### src/rtl/pipe_debug_ctrl_if.sv
// rtl/pipe_debug_ctrl_if.sv - run-control, breakpoint config and status bundle for pipe_debug_ctrl
//
// master: debugger / pipeline side (drives requests, PC and breakpoint writes)
// slave : pipe_debug_ctrl (drives freeze and halt status)
//
// Signals:
//   brk, cont       halt / resume buttons, asynchronous to clk
//   step_req        single-cycle pulse starting a step while halted
//   step_n          instructions to step (0 behaves as 1)
//   hold_in         pipeline's own fetch stall
//   pc_if           PC presented to instruction memory
//   bp_we/bp_idx/bp_addr/bp_en  breakpoint slot write port
//   freeze          stall PC and IF/ID
//   halted, bp_hit, hit_idx, halt_pc  halt status
interface pipe_debug_ctrl_if #(
    parameter int ADDR_W = 32,
    parameter int NUM_BP = 4,
    parameter int STEP_W = 8
);
    localparam int IDX_W = (NUM_BP > 1) ? $clog2(NUM_BP) : 1;

    logic              brk;
    logic              cont;
    logic              step_req;
    logic [STEP_W-1:0] step_n;
    logic              hold_in;
    logic [ADDR_W-1:0] pc_if;
    logic              bp_we;
    logic [IDX_W-1:0]  bp_idx;
    logic [ADDR_W-1:0] bp_addr;
    logic              bp_en;
    logic              freeze;
    logic              halted;
    logic              bp_hit;
    logic [IDX_W-1:0]  hit_idx;
    logic [ADDR_W-1:0] halt_pc;

    modport master (
        output brk, cont, step_req, step_n, hold_in, pc_if,
               bp_we, bp_idx, bp_addr, bp_en,
        input  freeze, halted, bp_hit, hit_idx, halt_pc
    );

    modport slave (
        input  brk, cont, step_req, step_n, hold_in, pc_if,
               bp_we, bp_idx, bp_addr, bp_en,
        output freeze, halted, bp_hit, hit_idx, halt_pc
    );
endinterface

### src/rtl/pipe_debug_ctrl.sv
// rtl/pipe_debug_ctrl.sv - debug / run-control unit for the 5-stage pipeline
//
// Replaces raw brk/cont with synchronised edge-detected run control,
// NUM_BP PC breakpoints and N-instruction single step. freeze is ORed
// into the PC and IF/ID stall enables by the pipeline.
//
// Ports:
//   clk     system clock, rising edge
//   rst_n   asynchronous active-low reset
//   dbg     pipe_debug_ctrl_if.slave: buttons, step request, hold_in,
//           pc_if, breakpoint write port in; freeze, halted, bp_hit,
//           hit_idx, halt_pc out
module pipe_debug_ctrl #(
    parameter int ADDR_W = 32,
    parameter int NUM_BP = 4,
    parameter int STEP_W = 8
) (
    input  logic              clk,
    input  logic              rst_n,
    pipe_debug_ctrl_if.slave  dbg
);
    localparam int IDX_W = (NUM_BP > 1) ? $clog2(NUM_BP) : 1;

    typedef enum logic [1:0] {
        ST_RUN  = 2'd0,
        ST_HALT = 2'd1,
        ST_STEP = 2'd2
    } state_t;

    // Button synchronisers and edge detectors. The pulse itself is
    // registered, so a pin edge before clock k gives a pulse during k+2.
    logic [1:0] brk_sync;
    logic [1:0] cont_sync;
    logic       brk_prev;
    logic       cont_prev;
    logic       brk_e;
    logic       cont_e;

    always_ff @(posedge clk or negedge rst_n) begin
        if (!rst_n) begin
            brk_sync  <= '0;
            cont_sync <= '0;
            brk_prev  <= 1'b0;
            cont_prev <= 1'b0;
            brk_e     <= 1'b0;
            cont_e    <= 1'b0;
        end else begin
            brk_sync  <= {brk_sync[0], dbg.brk};
            cont_sync <= {cont_sync[0], dbg.cont};
            brk_prev  <= brk_sync[1];
            cont_prev <= cont_sync[1];
            brk_e     <= brk_sync[1] & ~brk_prev;
            cont_e    <= cont_sync[1] & ~cont_prev;
        end
    end

    // Breakpoint slots. Comparing the write index against every slot
    // number means an index >= NUM_BP simply selects nothing.
    logic [NUM_BP-1:0] bp_en_q;
    logic [ADDR_W-1:0] bp_addr_q [NUM_BP];

    always_ff @(posedge clk or negedge rst_n) begin
        if (!rst_n) begin
            bp_en_q <= '0;
            for (int i = 0; i < NUM_BP; i++) begin
                bp_addr_q[i] <= '0;
            end
        end else if (dbg.bp_we) begin
            for (int i = 0; i < NUM_BP; i++) begin
                if (dbg.bp_idx == IDX_W'(i)) begin
                    bp_en_q[i]   <= dbg.bp_en;
                    bp_addr_q[i] <= dbg.bp_addr;
                end
            end
        end
    end

    // Scan from the top down so the lowest matching slot wins.
    logic             any_hit;
    logic [IDX_W-1:0] hit_sel;

    always_comb begin
        any_hit = 1'b0;
        hit_sel = '0;
        for (int i = NUM_BP - 1; i >= 0; i--) begin
            if (bp_en_q[i] && (bp_addr_q[i] == dbg.pc_if)) begin
                any_hit = 1'b1;
                hit_sel = IDX_W'(i);
            end
        end
    end

    state_t            state_q, state_d;
    logic [STEP_W-1:0] cnt_q, cnt_d;
    logic              skip_q, skip_d;
    logic              halted_q;
    logic              bp_hit_q, bp_hit_d;
    logic [IDX_W-1:0]  hit_idx_q, hit_idx_d;
    logic [ADDR_W-1:0] halt_pc_q, halt_pc_d;

    logic match;
    logic freeze;
    logic adv;

    // skip masks the breakpoint at the PC we resume from, so that
    // instruction is fetched once instead of re-halting immediately.
    assign match  = any_hit & ~skip_q;
    assign freeze = (state_q == ST_HALT) | match;
    assign adv    = ~freeze & ~dbg.hold_in;

    always_ff @(posedge clk or negedge rst_n) begin
        if (!rst_n) begin
            state_q   <= ST_RUN;
            cnt_q     <= '0;
            skip_q    <= 1'b0;
            halted_q  <= 1'b0;
            bp_hit_q  <= 1'b0;
            hit_idx_q <= '0;
            halt_pc_q <= '0;
        end else begin
            state_q   <= state_d;
            cnt_q     <= cnt_d;
            skip_q    <= skip_d;
            halted_q  <= (state_d == ST_HALT);
            bp_hit_q  <= bp_hit_d;
            hit_idx_q <= hit_idx_d;
            halt_pc_q <= halt_pc_d;
        end
    end

    always_comb begin
        state_d   = state_q;
        cnt_d     = cnt_q;
        skip_d    = skip_q;
        bp_hit_d  = bp_hit_q;
        hit_idx_d = hit_idx_q;
        halt_pc_d = halt_pc_q;

        if (adv) begin
            skip_d = 1'b0;
        end

        case (state_q)
            ST_RUN: begin
                if (match) begin
                    state_d   = ST_HALT;
                    bp_hit_d  = 1'b1;
                    hit_idx_d = hit_sel;
                    halt_pc_d = dbg.pc_if;
                end else if (brk_e) begin
                    state_d   = ST_HALT;
                    bp_hit_d  = 1'b0;
                    halt_pc_d = dbg.pc_if;
                end
            end

            ST_HALT: begin
                // brk_e is deliberately ignored while halted.
                if (cont_e) begin
                    state_d = ST_RUN;
                    skip_d  = 1'b1;
                end else if (dbg.step_req) begin
                    state_d = ST_STEP;
                    cnt_d   = (dbg.step_n == '0) ? STEP_W'(1) : dbg.step_n;
                    skip_d  = 1'b1;
                end
            end

            ST_STEP: begin
                if (match) begin
                    state_d   = ST_HALT;
                    bp_hit_d  = 1'b1;
                    hit_idx_d = hit_sel;
                    halt_pc_d = dbg.pc_if;
                end else if (brk_e) begin
                    state_d   = ST_HALT;
                    bp_hit_d  = 1'b0;
                    halt_pc_d = dbg.pc_if;
                end else if (cont_e) begin
                    state_d = ST_RUN;
                end else if (adv) begin
                    cnt_d = cnt_q - STEP_W'(1);
                    if (cnt_q == STEP_W'(1)) begin
                        // Last stepped instruction is being fetched now;
                        // report the PC that would come next.
                        state_d   = ST_HALT;
                        bp_hit_d  = 1'b0;
                        halt_pc_d = dbg.pc_if + ADDR_W'(4);
                    end
                end
            end

            default: begin
                state_d = ST_RUN;
            end
        endcase
    end

    assign dbg.freeze  = freeze;
    assign dbg.halted  = halted_q;
    assign dbg.bp_hit  = bp_hit_q;
    assign dbg.hit_idx = hit_idx_q;
    assign dbg.halt_pc = halt_pc_q;
endmodule
### src/flat_wrapper.sv
// flat-port wrapper written by rule: the top's interface ports become plain ports
module pipe_debug_ctrl_flat 
#(
    parameter int ADDR_W = 32,
    parameter int NUM_BP = 4,
    parameter int STEP_W = 8
)
  (clk, rst_n, dbg_brk, dbg_cont, dbg_step_req, dbg_step_n, dbg_hold_in, dbg_pc_if, dbg_bp_we, dbg_bp_idx, dbg_bp_addr, dbg_bp_en, dbg_freeze, dbg_halted, dbg_bp_hit, dbg_hit_idx, dbg_halt_pc);
  pipe_debug_ctrl_if #(.ADDR_W(ADDR_W), .NUM_BP(NUM_BP), .STEP_W(STEP_W)) dbg_i ();
  input  logic clk;
  input  logic rst_n;
  input wire logic [$bits(dbg_i.brk)-1:0] dbg_brk;
  input wire logic [$bits(dbg_i.cont)-1:0] dbg_cont;
  input wire logic [$bits(dbg_i.step_req)-1:0] dbg_step_req;
  input wire logic [$bits(dbg_i.step_n)-1:0] dbg_step_n;
  input wire logic [$bits(dbg_i.hold_in)-1:0] dbg_hold_in;
  input wire logic [$bits(dbg_i.pc_if)-1:0] dbg_pc_if;
  input wire logic [$bits(dbg_i.bp_we)-1:0] dbg_bp_we;
  input wire logic [$bits(dbg_i.bp_idx)-1:0] dbg_bp_idx;
  input wire logic [$bits(dbg_i.bp_addr)-1:0] dbg_bp_addr;
  input wire logic [$bits(dbg_i.bp_en)-1:0] dbg_bp_en;
  output wire logic [$bits(dbg_i.freeze)-1:0] dbg_freeze;
  output wire logic [$bits(dbg_i.halted)-1:0] dbg_halted;
  output wire logic [$bits(dbg_i.bp_hit)-1:0] dbg_bp_hit;
  output wire logic [$bits(dbg_i.hit_idx)-1:0] dbg_hit_idx;
  output wire logic [$bits(dbg_i.halt_pc)-1:0] dbg_halt_pc;
  assign dbg_i.brk = dbg_brk;
  assign dbg_i.cont = dbg_cont;
  assign dbg_i.step_req = dbg_step_req;
  assign dbg_i.step_n = dbg_step_n;
  assign dbg_i.hold_in = dbg_hold_in;
  assign dbg_i.pc_if = dbg_pc_if;
  assign dbg_i.bp_we = dbg_bp_we;
  assign dbg_i.bp_idx = dbg_bp_idx;
  assign dbg_i.bp_addr = dbg_bp_addr;
  assign dbg_i.bp_en = dbg_bp_en;
  assign dbg_freeze = dbg_i.freeze;
  assign dbg_halted = dbg_i.halted;
  assign dbg_bp_hit = dbg_i.bp_hit;
  assign dbg_hit_idx = dbg_i.hit_idx;
  assign dbg_halt_pc = dbg_i.halt_pc;
  pipe_debug_ctrl #(.ADDR_W(ADDR_W), .NUM_BP(NUM_BP), .STEP_W(STEP_W)) u_core (.clk(clk), .rst_n(rst_n), .dbg(dbg_i));
endmodule
### config.mk
export PLATFORM = sky130hd
export DESIGN_NAME = pipe_debug_ctrl_flat
export DESIGN_NICKNAME = d
export VERILOG_FILES = /design/src/rtl/pipe_debug_ctrl_if.sv /design/src/rtl/pipe_debug_ctrl.sv /design/src/flat_wrapper.sv
export SDC_FILE = /design/constraint.sdc
export NUM_CORES = 1
export LEC_CHECK = 0
export BUFFER_PORTS_ARGS = -buffer_cell sky130_fd_sc_hd__buf_4
export CAP_MARGIN = 10
export CORE_ASPECT_RATIO = 0.5
export CORE_UTILIZATION = 40
export DETAILED_ROUTE_END_ITERATION = 8
export PLACE_DENSITY = 0.61
export SLEW_MARGIN = 30
export SYNTH_ARGS = -nofsm -noshare
export SYNTH_HDL_FRONTEND = slang
export SYNTH_SLANG_ARGS = --single-unit
### constraint.sdc
create_clock -name clk -period 2.04 [get_ports clk]
set_input_delay 0.306 -clock clk [delete_from_list [all_inputs] [get_ports clk]]
set_output_delay 0.306 -clock clk [all_outputs]
set_load 0.1 [all_outputs]
---- Word level (Yosys, flattened, before mapping) ----
Index checks and enable logic that the tools add are counted.
word-level totals
  output and inout bits ................... 37
  bits of input ports ..................... 82
  register bits ........................... 187
  word-level logic and storage cells ...... 117
cells by class
  reduce and logical (&&, ||, !) cells .... 17
  bitwise gates (word level) .............. 10
  add/subtract/negate cells ............... 2
  muxes and demuxes ....................... 46
  equal/unequal tests ..................... 21
operators by type and width
  cell                                               number
  two-way mux 32 bit                                 7
  == test 32 bit                                     4
  one-hot mux 32 bit (2 select lines)                1
  two-way mux 8 bit                                  7
  adder 32 x 3 -> 32 bit (second input constant)     1
  two-way mux 2 bit                                  13
  one-hot mux 8 bit (2 select lines)                 1
  two-way mux 1 bit                                  15
  != test 2 bit (second input constant)              5
  AND reduction 2 bit                                5
  == test 8 x 1 -> 1 bit (second input constant)     1
  logical NOT 8 bit                                  1
  != test 4 x 1 -> 1 bit (second input constant)     2
  subtractor 8 x 1 -> 8 bit (second input constant)  1
  AND reduction 7 bit                                1
  == test 2 x 1 -> 1 bit (second input constant)     3
  == test 2 bit (second input constant)              3
  one-hot mux 2 bit (3 select lines)                 1
  inverter 1 bit                                     5
  AND reduction 5 bit                                1
  bitwise AND 1 bit                                  4
  logical AND 1 bit                                  4
  logical NOT 2 bit                                  2
  != test 4 x 3 -> 1 bit (second input constant)     1
  other kinds (6)                                    7

---- Longest topological paths before layout ----
Gate-level depths: netlist of run 1.
  depth in word-level cells ............... 16
  mapped depth ............................ 11
  mapped depth without buffers ............ 8

---- Worst setup path before layout of run 1 ----
OpenSTA, ideal clock, no wires.
  kind .................................... in2out
  from .................................... input port dbg_pc_if[18]
  to ...................................... output port dbg_freeze
  path slack .............................. -403 ps
  stages on the path ...................... 8
  arrival ................................. 2137 ps
  path buffers ............................ 2
  data required time ...................... 1734 ps
  cell sequence ........................... buf_4 -> xnor2_1 -> nand2_1 -> a2111oi_2 -> nand3_1 -> a41oi_4 -> buf_2 -> or2_2
on the way
  cells in the longest elaborated chain, start to end .. 8
  elaborated cells between the ends (all ways) .. 14
RTL lines
  item                            line                    text
  start: declaration              flat_wrapper.sv:17      input wire logic [$bits(dbg_i.pc_if)-1:0] dbg_pc_if;
  == test 32 bit                  pipe_debug_ctrl.sv:86   if (bp_en_q[i] && (bp_addr_q[i] == dbg.pc_if)) begin
  logical AND 1 bit               pipe_debug_ctrl.sv:86
  two-way mux 1 bit (3 in a row)  pipe_debug_ctrl.sv:86
  two-way mux 1 bit (*)           pipe_debug_ctrl.sv:86
  bitwise AND 1 bit (*)           pipe_debug_ctrl.sv:107  assign match = any_hit & ~skip_q;
  OR 1 bit (*)                    pipe_debug_ctrl.sv:108  assign freeze = (state_q == ST_HALT) | match;
  end: declaration                flat_wrapper.sv:22      output wire logic [$bits(dbg_i.freeze)-1:0] dbg_freeze;
Mark *: on every way between the ends. The rest lies on a longest branch, timed or not.

---- Worst setup path after layout of run 1 ----
  from .................................... register u_core.bp_addr_q[70] in the netlist's numbering
  to ...................................... output port dbg_freeze
on the way
  cells in the longest elaborated chain, start to end .. 6
RTL lines
  item                              line                    text
  start: declaration                pipe_debug_ctrl.sv:60   logic [ADDR_W-1:0] bp_addr_q [NUM_BP];
  start signal: indexed assignment  pipe_debug_ctrl.sv:72   bp_addr_q[i] <= dbg.bp_addr;
  == test 32 bit                    pipe_debug_ctrl.sv:86
  logical AND 1 bit                 pipe_debug_ctrl.sv:86
  two-way mux 1 bit (2 in a row)    pipe_debug_ctrl.sv:86
  bitwise AND 1 bit                 pipe_debug_ctrl.sv:107
  OR 1 bit                          pipe_debug_ctrl.sv:108
Every way passes these cells.

==> results of run 1 <==
layout make-up:
cell class,count,area [µm²]
clock buffers,22,474
clock inverters,10,104
fillers,1985,10400
inverters,7,26.3
multi-input cells,555,4800
flip-flops and latches,187,4680
well taps,307,384
repair buffers,241,2080
timing repair:
item	CTS	global route
cloned	5	1
setup buffers	6	5
gates resized for setup	26	10
pin swaps	13	7
endpoints found under the setup margin	47	47
hold endpoints to repair	49	0
hold buffers	3	0
cells in the mapped netlist (5+ instances only):
cell type / n
sky130_fd_sc_hd__and3_1: 13
sky130_fd_sc_hd__o21ai_0: 9
sky130_fd_sc_hd__clkbuf_1: 15
sky130_fd_sc_hd__nand3_1: 15
sky130_fd_sc_hd__a21oi_2: 20
sky130_fd_sc_hd__buf_2: 35
sky130_fd_sc_hd__nor3_1: 19
sky130_fd_sc_hd__nor4_1: 7
sky130_fd_sc_hd__mux2_2: 133
sky130_fd_sc_hd__a21oi_1: 22
sky130_fd_sc_hd__nand4_1: 31
sky130_fd_sc_hd__nor3b_1: 9
sky130_fd_sc_hd__nor2_1: 54
sky130_fd_sc_hd__buf_6: 5
sky130_fd_sc_hd__xor2_1: 12
sky130_fd_sc_hd__inv_1: 7
sky130_fd_sc_hd__dfrtp_1: 187
sky130_fd_sc_hd__xnor2_1: 143
sky130_fd_sc_hd__nand2_1: 23
per-stage QoR:
stage	power [mW]	TNS (ns)	std cells	util, %	worst slack, ns
final	12.0	-35.73	1329	54.6	-0.885
after global routing	12.6	-37.88	1329	54.6	-0.910
after CTS	12.1	-32.34	1324	54.4	-0.854
after detailed placement	8.68	-36.51	1279	50.5	-0.836
after global placement	8.60	-34.05	1279	50.5	-0.783
after floorplan	7.55	-2.53	806	-	-0.123
kinds of logic after synthesis:
kind of cell,synth area share (%)
AO/OA/AOI/OAI,5.38
adder cells (fa/ha/maj),0.398
AND/OR/NAND/NOR,10.4
XOR/XNOR,14.4
buffers and inverters,3.57
multiplexers,16.2
flip-flops,49.6
metal layers:
| metal | global-route usage (%) | vias up | routed length (µm) |
|---|---|---|---|
| li1 | - | 3183 | - |
| met1 | 35.3 | 3531 | 13500 |
| met2 | 34.6 | 153 | 12000 |
| met3 | 4.68 | 31 | 1200 |
| met4 | 6.06 | 0 | 442 |
| met5 | 0 | - | 0 |
state kept, by name, indices dropped and copies added (netlist names), 2 cells and up:
name / count
u_core.dbg.halt_pc: 32
u_core.brk_sync: 2
u_core.bp_en_q: 4
u_core.cont_sync: 2
u_core.cnt_q: 8
u_core.state_q: 2
u_core.dbg.hit_idx: 2
u_core.bp_addr_q: 128
where the power goes:
group	internal [mW]	switching, mW
Sequential	4.42	0.601
Clock	1.80	1.50
Combinational	1.56	2.13
path summary, 6_finish.rpt:
kind | startpoint | endpoint | slack (ns) | cells past startpoint
max | u_core.bp_addr_q[70]$_DFFE_PN0P_ | dbg_freeze | -0.89 | 8
min | dbg_bp_addr[11] | u_core.bp_addr_q[11]$_DFFE_PN0P_ | 0.12 | 2
max reg2reg | u_core.bp_addr_q[70]$_DFFE_PN0P_ | u_core.cnt_q[6]$_DFFE_PN0P_ | -0.83 | 13
min reg2reg | u_core.brk_sync[0]$_DFF_PN0_ | u_core.brk_sync[1]$_DFF_PN0_ | 0.35 | 0
max in group asynchronous | rst_n | u_core.bp_addr_q[6]$_DFFE_PN0P_ | 0.91 | 3
min in group asynchronous | rst_n | u_core.brk_e$_DFF_PN0_ | 0.40 | 2
==> qor.log, run 1 <==
[run_status] run status complete, but fails checks
[run_status] failing checks setup timing
[clock_tree] Worst-Skew Late Latency 0.45 ns
[timing] Least-Margin Pin Slew 0.545 ns
[synth] post-synth cell types 51
[placement] number of port buffers 118
[global_route] largest net degree at the start of global routing 53
[worst_setup_path] kind of end point of the critical path output pin
[timing] setup repair after global routing missed its margin true
[global_route] GRT overflow 0
[finish] Post-Layout Inst Area 12600 µm²
[synth] cell type with the highest aggregate area in the netlist sky130_fd_sc_hd__dfrtp_1
[global_route] GRT Util Overall 23.6%
[clock_tree] CTS clk-pin slew, worst paths 0.07 ns
[timing] number of max-slew violations in the final report 0
[power_and_ir_drop] leakage power figure 5.22 nW
[synth] Warnings, synthesis 0
[power_and_ir_drop] power density over cell area 957 nW/µm²
[global_route] first-pass GRT wire length 41900 µm
[synth] Synth async-reset ratio 100%
[floorplan] die area 24200 µm²
[global_route] number of global-route vias before repair 6983
[worst_setup_path] Worst path slowest cell sky130_fd_sc_hd__dfrtp_1
[finish] commonest non-fill, non-tap cells in the layout sky130_fd_sc_hd__buf_4, sky130_fd_sc_hd__dfrtp_1, sky130_fd_sc_hd__mux2_2, sky130_fd_sc_hd__xnor2_1, sky130_fd_sc_hd__nor2_1
[route] DR DRC count 0
[timing] final setup violation count 47
[clock_tree] TritonCTS clock tree built
[synth] netlist area before placement 9430 µm²
[worst_setup_path] WP data required 1.73 ns
[clock_tree] clock buffer count from CTS 17
[synth] Seq cells post-synth 187
[finish] number of antenna repair diodes 0
[timing] hold slack 0.119 ns
[synth] Synth top area share 49.6%
[synth] average footprint of a synthesized cell 11.7 µm²
[timing] number of hold violations in the final report 0
[clock_tree] H-tree level count 4
[placement] standard cell area after detailed placement 11600 µm²
[timing] clk_skew 0.0117 ns
[synth] number of nets in the synthesized netlist 891
[finish] Area growth syn-to-layout 33.0%
[route] per-cell routed wire length 20.4 µm
[timing] maximum clock rate 0.342 GHz
[finish] # nets final 1094
[global_route] initial antenna violation count 0
[synth] top flip-flop cell by instance count after synthesis sky130_fd_sc_hd__dfrtp_1
[synth] number of enable flip-flop cells after synthesis 0
[timing] Slew HR 63.6%
[route] Routed Wire Length 27200 µm
[floorplan] # IOs 119
[synth] number of cells produced by synthesis 806
[floorplan] Core Footprint 23000 µm²
[finish] layout cells sized above 1 47.2%
[timing] final worst path period share 143%
[worst_setup_path] number of buffers and inverters on the critical path 2
[timing] least setup slack across all paths after layout -0.885 ns
[worst_setup_path] cells along the critical path xnor2_2, nand4_1, nor4_2, buf_4, nand4_1, a41oi_4, or2_4, buf_12
[power_and_ir_drop] peak supply drop 0.888 mV
[worst_setup_path] cell occurring most often along the worst timing path sky130_fd_sc_hd__nand4_1
[synth] largest cells by area after synthesis sky130_fd_sc_hd__dfrtp_1, sky130_fd_sc_hd__mux2_2, sky130_fd_sc_hd__xnor2_1, sky130_fd_sc_hd__nor2_1, sky130_fd_sc_hd__nand4_1
[route] via density per instance 5.19
[worst_setup_path] largest fanout on the critical path 2
[route] DR vias 6898
[synth] sequential share of the synthesized area 49.6%
[worst_setup_path] CP Launch Type flip-flop
[route] Pre-antenna DRT Iters 5
[route] First DRT Iteration DRCs 516
[clock_tree] Clock Tree Buf Depth 2
[floorplan] number of placement rows 39
[placement] Final Wtd Congestion 0.836
[job] maxcap violations 0
[worst_hold_path] type of the worst min-delay path input port to flip-flop
[clock_tree] CTS Root Buffer Type sky130_fd_sc_hd__clkbuf_16
[worst_setup_path] critical setup path kind flip-flop to output pin
[finish] most common cell after layout, fill and taps aside sky130_fd_sc_hd__buf_4
[floorplan] starting utilization of the core area 41.0%
[worst_setup_path] cell family with the largest share of critical-path delay simple AND/OR/NAND/NOR gates
[timing] Period minus WS final 2.93 ns
[worst_setup_path] data arrival time at the worst-slack endpoint 2.62 ns
[worst_setup_path] CP max stage delay 0.41 ns
[floorplan] Die X-Extent 219 µm
[floorplan] die extent in y 111 µm
[route] DRT antenna net count 0
[placement] post-DP HPWL 20100 µm
[clock_tree] Sinks on Clock Net 187
No activity file was read; power rests on OpenSTA's default activity.
==> run 2: changes to the inputs <==
Settings changed: PLACE_DENSITY 0.61 to 0.59.
Clock period 2.04 ns to 2.9 ns, I/O delays scaled along.
==> run 2 against run 1 <==
Compared with the run above:
- the run ends with hold timing, setup timing left
- utilization fell by 4.8 points
- critical endpoint unchanged
- sequential share of layout area rose by 3.6 points
- global-route usage fell by 0.28 points
==> qor.log, run 2 (synthesis results as in run 1) <==
[clock_tree] TritonCTS clock tree built [unchanged]
[clock_tree] CTS Root Buffer Type sky130_fd_sc_hd__clkbuf_16 [unchanged]
[floorplan] starting utilization of the core area 41.0% [unchanged]
[timing] maximum clock rate 0.332 GHz
[worst_setup_path] launching element of the worst setup path u_core.bp_addr_q[38]$_DFFE_PN0P_ [was u_core.bp_addr_q[70]$_DFFE_PN0P_]
[clock_tree] H-tree level count 4 [unchanged]
[route] via density per instance 5.20 [was 5.19]
[finish] most common cell after layout, fill and taps aside sky130_fd_sc_hd__dfrtp_1 [was sky130_fd_sc_hd__buf_4]
[timing] least setup slack across all paths after layout -0.115 ns [was -0.885 ns]
[floorplan] Die X-Extent 219 µm [unchanged]
[placement] standard cell area after detailed placement 10700 µm² [was 11600 µm²]
[power_and_ir_drop] power density over cell area 727 nW/µm² [was 957 nW/µm²]
[timing] number of max-slew violations in the final report 0 [unchanged]
[global_route] GRT overflow 0 [unchanged]
[run_status] failing checks hold timing, setup timing [was setup timing]
[power_and_ir_drop] Power Total 8.31 mW [was 12.0 mW]
[clock_tree] Worst-Skew Late Latency 0.45 ns [about the same]
[timing] hold slack -0.00285 ns [was 0.119 ns]
[worst_setup_path] WP data required 2.47 ns [was 1.73 ns]
[worst_setup_path] Register-to-Register Setup Slack 0.09 ns [was -0.83 ns]
[global_route] largest net degree at the start of global routing 66 [was 53]
[timing] Period minus WS final 3.01 ns
[timing] number of hold violations in the final report 3 [was 0]
[route] First DRT Iteration DRCs 548 [was 516]
[route] DR DRC count 0 [unchanged]
[worst_setup_path] critical path capture point dbg_freeze [unchanged]
[worst_setup_path] kind of end point of the critical path output pin [unchanged]
[global_route] number of global-route vias before repair 6565 [was 6983]
[global_route] first-pass GRT wire length 41300 µm [was 41900 µm]
[placement] post-DP HPWL 19700 µm [was 20100 µm]
[floorplan] number of placement rows 39 [unchanged]
[finish] commonest non-fill, non-tap cells in the layout sky130_fd_sc_hd__dfrtp_1, sky130_fd_sc_hd__buf_4, sky130_fd_sc_hd__xnor2_1, sky130_fd_sc_hd__mux2_2, sky130_fd_sc_hd__nor2_1 [was sky130_fd_sc_hd__buf_4, sky130_fd_sc_hd__dfrtp_1, sky130_fd_sc_hd__mux2_2, sky130_fd_sc_hd__xnor2_1, sky130_fd_sc_hd__nor2_1]
[route] DR vias 6470 [was 6898]
[worst_setup_path] r2r endpoint u_core.dbg.halt_pc[9]$_DFFE_PN0P_ [was u_core.cnt_q[6]$_DFFE_PN0P_]
[timing] Slew HR 55.1% [was 63.6%]
[floorplan] Core Footprint 23000 µm² [unchanged]
[global_route] GRT Util Overall 23.3% [was 23.6%]
[finish] Final Non-Filler Cells 1244 [was 1329]
[timing] Least-Margin Pin Slew 0.673 ns [was 0.545 ns]
[power_and_ir_drop] peak supply drop 0.489 mV [was 0.888 mV]
[worst_setup_path] CP Launch Type flip-flop [unchanged]
[worst_setup_path] largest fanout on the critical path 2 [unchanged]
[route] Pre-antenna DRT Iters 4 [was 5]
[worst_setup_path] data arrival time at the worst-slack endpoint 2.58 ns [was 2.62 ns]
[placement] Final Wtd Congestion 0.871 [was 0.836]
[finish] sequential cell area in the final layout 4680 µm² [about the same]
[route] Routed Wire Length 26600 µm [was 27200 µm]
[route] per-cell routed wire length 21.4 µm [was 20.4 µm]
[clock_tree] Clock Tree Buf Depth 2 [unchanged]
[power_and_ir_drop] leakage power figure 4.67 nW [was 5.22 nW]
[job] maxcap violations 0 [unchanged]
[worst_setup_path] worst reg2reg path startpoint u_core.bp_addr_q[38]$_DFFE_PN0P_ [was u_core.bp_addr_q[70]$_DFFE_PN0P_]
[floorplan] # IOs 119 [unchanged]
[run_status] run status complete, but fails checks [unchanged]
[floorplan] die extent in y 111 µm [unchanged]
[timing] final worst path period share 104%
[clock_tree] CTS clk-pin slew, worst paths 0.08 ns [was 0.07 ns]
[placement] Placed Cells incl. Taps 1210 [was 1279]
[finish] number of flip-flops in the largest register 128 [unchanged]
[finish] Area growth syn-to-layout 21.3% [was 33.0%]
[worst_setup_path] critical setup path kind flip-flop to output pin [unchanged]
[timing] clk_skew 0.0140 ns [was 0.0117 ns]
[floorplan] die area 24200 µm² [unchanged]
[clock_tree] Sinks on Clock Net 187 [unchanged]
[global_route] initial antenna violation count 1 [was 0]
[timing] final setup violation count 1 [was 47]
[finish] area occupied by multi-input gates 4520 µm² [was 4800 µm²]
[finish] Post-Layout Inst Area 11400 µm² [was 12600 µm²]
[finish] layout cells sized above 1 38.2% [was 47.2%]
[placement] number of port buffers 118 [unchanged]
[clock_tree] clock buffer count from CTS 17 [unchanged]
[worst_setup_path] FF-to-FF path depth 12 [was 13]
[worst_hold_path] type of the worst min-delay path input port to async pin [was input port to flip-flop]
[finish] register ranked first by flip-flop count u_core.bp_addr_q [unchanged]
[finish] # nets final 1009 [was 1094]
[placement] post-placement worst setup slack -0.282 ns [was -0.836 ns]
[finish] fill cell total of the finished layout 2009 [was 1985]
[route] DRT antenna net count 0 [unchanged]
[timing] setup repair after global routing missed its margin true [unchanged]
[run 2: cell types whose count changed in the layout (fill, tap and decap cells not counted), sizes merged, moves of 2 or more]
cell,before,now
dlygate4sd3,3,0
clkinv,2,4
clkinvlp,3,1
clkbuf,22,20
buf,237,157
[run 2: worst max-delay path, cell delays in order, from the launching register on]
cell                      delay [ns]
sky130_fd_sc_hd__dfrtp_1        0.40
sky130_fd_sc_hd__xnor2_1        0.24
sky130_fd_sc_hd__buf_4          0.17
sky130_fd_sc_hd__nand4_1        0.09
sky130_fd_sc_hd__nor3_1         0.22
sky130_fd_sc_hd__buf_4          0.17
sky130_fd_sc_hd__nand3_1        0.16
sky130_fd_sc_hd__a41oi_4        0.34
sky130_fd_sc_hd__or2_4          0.19
sky130_fd_sc_hd__buf_12         0.16
[run 2: through the flow]
stage	utilization [%]	setup TNS (ns)
6_report	49.8	-0.115
5_1_grt	49.8	-0.149
4_1_cts	49.6	-0.0881
3_5_place_dp	46.6	-7.57
3_3_place_gp	46.6	-9.42
2_1_floorplan	-	0
[run 2: power breakdown]
part,switching [mW],internal (mW)
clock,1.09,1.33
combinational,1.45,0.948
sequential,0.384,3.11
total,2.93,5.39
[run 2: area by class of cell]
| class | instances | area share [%] |
|---|---|---|
| antenna | 1 | 0.0219 |
| clock buffer | 20 | 3.99 |
| timing repair buffer | 157 | 10.8 |
| inverter | 7 | 0.230 |
| sequential | 187 | 40.9 |
| multi-input combinational | 554 | 39.5 |
| tap | 307 | 3.36 |
| clock inverter | 11 | 1.18 |
[run 2: what timing repair did]
action                     in CTS  in global routing
hold buffers                    0                  0
gates resized for setup        13                  6
buffers inserted                2                  0
setup endpoints to repair      36                 14
pin swaps                       5                  4
gates cloned                    0                  0
[run 2: routing by layer]
metal  up-vias  global-route usage (%)  part of all wire [%]
met5         -                       0                     0
met3        20                    5.26                   5.4
li1       3011                       -                     -
met1      3282                    35.5                    51
met2       157                    32.8                    43
met4         0                    6.06                   1.2
[run 2: how the worst min path moves through the flow]
stage,start,endpoint,slack (ns),cells after the start
floorplan,rst_n,u_core.bp_addr_q[0]$_DFFE_PN0P_,0.14,0
detailed placement,u_core.brk_sync[0]$_DFF_PN0_,u_core.brk_sync[1]$_DFF_PN0_,0.33,0
CTS,rst_n,u_core.dbg.halt_pc[26]$_DFFE_PN0P_,0.01,1
global route,rst_n,u_core.dbg.halt_pc[25]$_DFFE_PN0P_,0.04,1
finish,rst_n,u_core.dbg.halt_pc[20]$_DFFE_PN0P_,-0.003,1
global placement,u_core.brk_sync[0]$_DFF_PN0_,u_core.brk_sync[1]$_DFF_PN0_,0.34,0
